## src/rtl/mem_responder.sv

```systemverilog
// mem_responder: arbitrates instruction and data fetch requests onto one single-port RAM.
// Latency: a request sampled in IDLE hits two cycles later if the RAM answers in its first access cycle; 3-cycle minimum spacing.
// Backpressure: requesters hold until their hit; the RAM stalls via ram_ready, bounded by TIMEOUT (0 = unbounded).
//
// Ports:
//   clk, nrst                       clock (rising edge), asynchronous active-low reset
//   imem_ren/imem_addr -> ihit/imem_load          instruction read side
//   dmem_ren/dmem_wen/dmem_addr/dmem_store
//                      -> dhit/dmem_load          data read/write side
//   err                             pulses with a hit that timed out or was misaligned
//   ram_ren/ram_wen/ram_addr/ram_wdat, ram_rdat/ram_ready   single-port RAM side
module mem_responder #(
  parameter int unsigned       ADDR_W    = 32,
  parameter int unsigned       DATA_W    = 32,
  parameter int unsigned       TIMEOUT   = 64,
  parameter logic [DATA_W-1:0] FAIL_WORD = 32'hDEAD_BEEF
) (
  input  logic              clk,
  input  logic              nrst,
  input  logic              imem_ren,
  input  logic [ADDR_W-1:0] imem_addr,
  output logic              ihit,
  output logic [DATA_W-1:0] imem_load,
  input  logic              dmem_ren,
  input  logic              dmem_wen,
  input  logic [ADDR_W-1:0] dmem_addr,
  input  logic [DATA_W-1:0] dmem_store,
  output logic              dhit,
  output logic [DATA_W-1:0] dmem_load,
  output logic              err,
  output logic              ram_ren,
  output logic              ram_wen,
  output logic [ADDR_W-3:0] ram_addr,
  output logic [DATA_W-1:0] ram_wdat,
  input  logic [DATA_W-1:0] ram_rdat,
  input  logic              ram_ready
);

  localparam int unsigned CNT_W = (TIMEOUT > 1) ? $clog2(TIMEOUT) : 1;

  typedef enum logic [1:0] {
    IDLE = 2'd0,
    IACC = 2'd1,
    DACC = 2'd2,
    RESP = 2'd3
  } state_t;

  state_t            r_state;
  state_t            w_next;
  logic              r_last_d;
  logic              r_is_d;
  logic              r_wen;
  logic              r_err;
  logic [CNT_W-1:0]  r_cnt;
  logic [ADDR_W-3:0] r_waddr;
  logic [DATA_W-1:0] r_wdat;
  logic [DATA_W-1:0] r_iload;
  logic [DATA_W-1:0] r_dload;

  logic w_d_pend;
  logic w_grant;
  logic w_grant_d;
  logic w_timeout;

  assign w_d_pend  = dmem_ren | dmem_wen;
  assign w_grant   = w_d_pend | imem_ren;
  // On contention the side that did not win last time goes first.
  assign w_grant_d = w_d_pend & (~imem_ren | ~r_last_d);
  // Last permitted wait cycle; a ram_ready arriving in this same cycle still wins.
  assign w_timeout = (TIMEOUT != 0) && (r_cnt == CNT_W'(TIMEOUT - 1));

  assign imem_load = r_iload;
  assign dmem_load = r_dload;
  assign ram_addr  = r_waddr;
  assign ram_wdat  = r_wdat;

  always_ff @(posedge clk or negedge nrst) begin
    if (!nrst) begin
      r_state <= IDLE;
    end else begin
      r_state <= w_next;
    end
  end

  // Strobes and hits decode from the state register only, so a reset
  // drops them without waiting for a clock edge.
  always_comb begin
    w_next  = r_state;
    ram_ren = 1'b0;
    ram_wen = 1'b0;
    ihit    = 1'b0;
    dhit    = 1'b0;
    err     = 1'b0;
    case (r_state)
      IDLE: begin
        if (w_grant) begin
          w_next = w_grant_d ? DACC : IACC;
        end
      end
      IACC: begin
        ram_ren = 1'b1;
        if (ram_ready || w_timeout) begin
          w_next = RESP;
        end
      end
      DACC: begin
        ram_ren = ~r_wen;
        ram_wen = r_wen;
        if (ram_ready || w_timeout) begin
          w_next = RESP;
        end
      end
      RESP: begin
        // Requests are not looked at here, so a request still held after
        // its hit is not accepted a second time.
        ihit   = ~r_is_d;
        dhit   = r_is_d;
        err    = r_err;
        w_next = IDLE;
      end
      default: w_next = IDLE;
    endcase
  end

  always_ff @(posedge clk or negedge nrst) begin
    if (!nrst) begin
      r_last_d <= 1'b0;
      r_is_d   <= 1'b0;
      r_wen    <= 1'b0;
      r_err    <= 1'b0;
      r_cnt    <= '0;
      r_waddr  <= '0;
      r_wdat   <= '0;
      r_iload  <= '0;
      r_dload  <= '0;
    end else begin
      case (r_state)
        IDLE: begin
          r_cnt <= '0;
          if (w_grant) begin
            r_last_d <= w_grant_d;
            r_is_d   <= w_grant_d;
            if (w_grant_d) begin
              // ren and wen together resolve to a write.
              r_wen   <= dmem_wen;
              r_wdat  <= dmem_store;
              r_waddr <= dmem_addr[ADDR_W-1:2];
              r_err   <= (dmem_addr[1:0] != 2'b00);
            end else begin
              r_waddr <= imem_addr[ADDR_W-1:2];
              r_err   <= (imem_addr[1:0] != 2'b00);
            end
          end
        end
        IACC, DACC: begin
          r_cnt <= r_cnt + 1'b1;
          if (ram_ready) begin
            if (!r_is_d) begin
              r_iload <= ram_rdat;
            end else if (!r_wen) begin
              r_dload <= ram_rdat;
            end
          end else if (w_timeout) begin
            r_err <= 1'b1;
            if (!r_is_d) begin
              r_iload <= FAIL_WORD;
            end else if (!r_wen) begin
              r_dload <= FAIL_WORD;
            end
          end
        end
        default: r_cnt <= '0;
      endcase
    end
  end

endmodule
```

## config.mk

```make
export PLATFORM = sky130hd
export DESIGN_NAME = mem_responder
export DESIGN_NICKNAME = d
export VERILOG_FILES = /design/src/rtl/mem_responder.sv
export SDC_FILE = /design/constraint.sdc
export NUM_CORES = 1
export LEC_CHECK = 0
export CAP_MARGIN = 30
export CORE_AREA = 3 3 101 103
export CTS_BUF_LIST = sky130_fd_sc_hd__clkbuf_16
export CTS_CLUSTER_DIAMETER = 200
export DETAILED_ROUTE_END_ITERATION = 8
export DIE_AREA = 0 0 104 106
export DONT_BUFFER_PORTS = 1
export PLACE_DENSITY = 0.73
export SYNTH_ARGS = -nofsm -noshare
export SYNTH_HDL_FRONTEND = slang
export SYNTH_SLANG_ARGS = --single-unit
export TNS_END_PERCENT = 1
```

## constraint.sdc

```tcl
create_clock -name clk -period 2.3 [get_ports clk]
set_input_delay 0.23 -clock clk [delete_from_list [all_inputs] [get_ports clk]]
set_output_delay 0.23 -clock clk [all_outputs]
set_load 0.03 [all_outputs]
```

After elaboration in Yosys (flattened, before gate mapping)
Cells that the tools add are included.
Widths: inputs -> output; s select.
- register bits after elaboration: 137
- word-level logic and storage cells: 64
- bits of input ports: 134
- equality and inequality tests: 8
- mux-type cells: 26
- reduce and logical (&&, ||, !) cells: 13
- $add $sub $neg: 1
- bitwise gates (word level): 7
- operator list (operator ; number):
    $mux 32 ; 10
    $mux 30 ; 1
    $mux 1 ; 8
    $reduce_and 4->1 ; 2
    $reduce_bool 2->1 ; 4
    $add 6x1->6 const B ; 1
    $eq 6x6->1 const B ; 1
    $mux 2 ; 3
    $mux 6 ; 1
    $pmux 2 s3 ; 1
    $reduce_and 3->1 ; 2
    $eq 2x2->1 const B ; 2
    $ne 2x1->1 const B ; 2
    $ne 2x2->1 const B ; 2
    $pmux 1 s2 ; 2
    $reduce_and 2->1 ; 2
    $not 1->1 ; 3
    $or 1x1->1 ; 3
    $eq 2x1->1 const B ; 1
    $logic_not 2->1 ; 1
    $reduce_or 2->1 ; 1
    $and 1x1->1 ; 1
    $logic_or 1x1->1 ; 1

Logic depth before layout (Yosys ltp)
- word-level depth: 6
- depth in mapped cells: 6
- mapped depth without buffers: 6

Least setup slack after synthesis
OpenSTA, ideal clock, no wires.
- path type: register -> register
- start point: register r_state[0]
- end point: register r_iload[10], in the netlist imem_load[10]
- setup time: 121 ps
- path slack: 677 ps
- stages on the path, launching flop included: 7
- period minus slack after synthesis: 1623 ps
- arrival time: 1501 ps
- cells stage by stage: dfrtp_1 inv_1 ha_1 nor2b_1 nand2_1 clkbuf_1 o22a_1
- longest elaborated chain between the ends: 3
- elaborated cells between the ends (all ways): 4
- classes of those cells: eq/ne (2); reduce/logical (2)
- ends and longest elaborated chain (element ; line ; RTL):
    from (decl) ; 48 ; state_t r_state;
    from (signal assigned) ; 81 ; r_state <= w_next;
    $eq 2x2->1 or $eq 2x1->1 (tied branches) ; 137 ; case (r_state)
    $reduce_or 2->1 (no source line) (*) ; - ;
    $reduce_and 3->1 (no source line) (*) ; - ;
    to (signal assigned) ; 159 ; r_iload <= ram_rdat;
    to (decl) ; 57 ; logic [DATA_W-1:0] r_iload;
Mark *: on every way between the ends. The rest lies on a longest branch, timed or not.
A chain may end at the register's enable or synchronous reset.

Worst setup path after layout
- start point: register r_state[0]
- end point: output ram_ren
- longest elaborated chain between the ends: 2
- elaborated cells between the ends (all ways): 3
- classes of those cells: eq/ne (2); mux (1)
- ends and longest elaborated chain (element ; line ; RTL):
    $eq 2x2->1 or $eq 2x1->1 (tied branches) ; 94 ; case (r_state)
    $pmux 1 s2 (*) ; 94 ;
    to (decl) ; 31 ; output logic ram_ren,
Marked as above.

==> results.toml <==
[cts]
cts.htree.levels = 4
cts_root_buf = "clkbuf_16"
post_cts_buffers = 0
cts_tree = "done"
postCtsHoldBufs = 65
ctsResizeCount = 0
clk_pin_slew_ns = 0.06
clk_path_buf_depth = 2
cts_buffers = 17
cts_sinks = 137
clkLatencyLatePin_ns = 0.42

[synthesis]
synth_top_family_by_area = "compound AO/OA/AOI/OAI gates"
async_flop_share_pct = 100
synth_xor_area_share_pct = 0.641
synthSimpleGateAreaFrac_pct = 5.29
synth.distinct_cells = 29
synth_fa_ha_area_share_pct = 1.37
yosys.area.top_type = "dfrtp_1"
synth_edf_count = 0
synth-seq-cells = 137
yosys-mux-area-fraction_pct = 12.9
synth_common_cells = "dfrtp_1 (137), o22a_1 (48), nand2_1 (39)"
seq_area_frac_synth_pct = 62.7
avgSynthCellArea_um2 = 13.4
synth_flop_cell = "dfrtp_1"
synth.top_cell.area_share_pct = 62.7
synth_compound_area_share_pct = 14.9
synth_warnings = 0
synth_area_leaders = "dfrtp_1 (63%), o22a_1 (7.7%), mux2_1 (6.0%)"
syn_inst = 409
synth.most_common_cell = "dfrtp_1"
syn_nets = 549
synth_area_um2 = 5470

[placement]
placed_cells = 522
hpwl_mm = 8.61
gp_congestion = 0.739
io_buffers = 0
pre_cts_slack_ns = 0.320

[grt]
grt_pass1_wl_mm = 21.6
antenna_found_initial = 0
grt_remaining_overflow = 0
track_usage_pct = 25.0
grt_max_degree = 138
grt_pass1_vias = 3932

[floorplanning]
die_area_um2 = 11000
die_w_um = 104
initial_core_util_pct = 58.9
ioPinCount = 265
core-area_um2 = 9280
num_rows = 35
die_height_um = 106

[worst_hold_path]
worstHoldPathType = "primary input to async pin"

[sta]
slew_violations = 0
period_minus_slack_ns = 2.03
finalHoldViolCount = 137
slew-limit-headroom_pct = 55.2
period_share_pct = 88.2
fmax_mhz = 493
clock_skew_ns = 0.0176
worst_slack_ns = 0.272
rsz0062_at_grt = "no"
setup_viol = 0
finalSetupTns_ns = 0
hold_ws_ns = -0.490
tightest_slew_ns = 0.667

[route]
vias_per_cell = 5.92
drt_first_pass_iters = 6
antenna_left = 0
drt_iter0_drc = 166
route.detailed.drc = 0
vias = 3663
wire_per_inst_um = 21.9
drt_wl_total_mm = 13.6

[layout]
fillCellCount = 604
register_area_um2 = 3430
fin_nets = 617
stdcell_count = 619
utilization_pct = 73.5
post_route_cells_drive_above_1_share_pct = 9.59
multi_input_area_um2 = 1920
syn_to_final_growth_pct = 24.8
insertedDiodeCount = 0

[pwr]
ir_worst_vdd_mv = 0.843
clock_power_share_pct = 21.6
p_leak_nw = 3.03
internal-power_w = 0.00635
power_frac_seq_pct = 56.4
power_switching_w = 0.00554
powerDensity_nw_per_um2 = 1740
comb_power_share_pct = 21.9
swShare_pct = 46.6
p_total_w = 0.0119

[critical_path]
crit_type = "register to primary output"
crit_start = "r_state[0]"
reg2reg_from = "r_state[0]"
crit_family = "adder cells"
cp-start-kind = "register"
cp_slowest_stage_delay_ns = 0.48
cp.arrival_ns = 1.80
crit_path_end_kind = "primary output"
critPathBufInv = 1
required_ns = 2.07
path_max_fanout = 13
worstPathCellList = "inv_1, ha_1, o21a_1"
slowest_stage = "ha_1"

[outcome]
violations = "negative hold slack"
status = "finished, violations left"

[job]
cap_violations = 0
## path summary, 6_finish.rpt
check,to,slack (ns),cells after the start
max,ram_ren,0.27,3
min in group clk,ram_addr[0],0.02,2
min,dmem_load[16],-0.49,0
max reg2reg,imem_load[23],0.30,6
max in group asynchronous,r_state[1],2.64,0
min reg2reg,r_cnt[0],0.47,1
## metrics by stage
step | hold WS, ns | cell area, um^2
2_1_floorplan | -0.0656 | 5470
3_3_place_gp | -0.0627 | 5590
3_5_place_dp | -0.0618 | 5600
4_1_cts | -0.503 | 6820
5_1_grt | -0.514 | 6820
6_report | -0.490 | 6820
## kinds of logic after synthesis
group,Yosys count
AND/OR/NAND/NOR,64
AO/OA/AOI/OAI,106
flip-flops,137
buffers and inverters,26
XOR/XNOR,4
adder cells (fa/ha/maj),6
multiplexers,66
## final cells by class
class                   instances  share of cell area (%)
clock buffers                  17                    6.24
well taps                     129                    2.37
inverters                       2                   0.110
repair buffers                 73                    10.7
multi-input cells             246                    28.2
flip-flops and latches        137                    50.3
clock inverters                15                    2.07
## state kept, by name, summed over array words and instances, names as in the netlist
register,flops
ram_addr,30
r_wen,1
imem_load,32
r_is_d,1
dmem_load,32
r_state,2
ram_wdat,32
r_cnt,6
r_err,1
## layout by cell type, fill, tap and decap left out, drive strengths merged
cell           n
and2           9
nor2           5
nor2b          6
dfrtp        137
mux2i         32
ha             6
dlygate4sd3   65
clkinvlp       4
o22a          48
and3b          1
xnor2          3
o31ai          2
a311oi         1
xor2           1
buf            8
clkinv         4
o21ai         33
mux2          34
bufinv         1
inv            8
a2bb2oi        1
clkbuf        17
a21oi          2
o21a           3
nand2         40
a22o          16
nor3           1
nand3          2
## per-layer routing
layer / GRT usage (%) / up-vias / routed length [um]
met5: 0 / - / 0
met2: 45.2 / 194 / 7380
met1: 26.8 / 1825 / 4790
met4: 8.83 / 0 / 243
li1: - / 1620 / -
met3: 9.41 / 24 / 1140
## power by group through the flow
stage          Combinational, W  Clock (W)  Sequential, W
6_report                0.00261    0.00257        0.00671
5_1_grt                 0.00293    0.00275        0.00682
4_1_cts                 0.00258    0.00261        0.00668
3_5_place_dp            0.00248          0        0.00671
3_3_place_gp            0.00232          0        0.00670
2_1_floorplan           0.00205          0        0.00637
No activity file was read; power rests on OpenSTA's default activity.
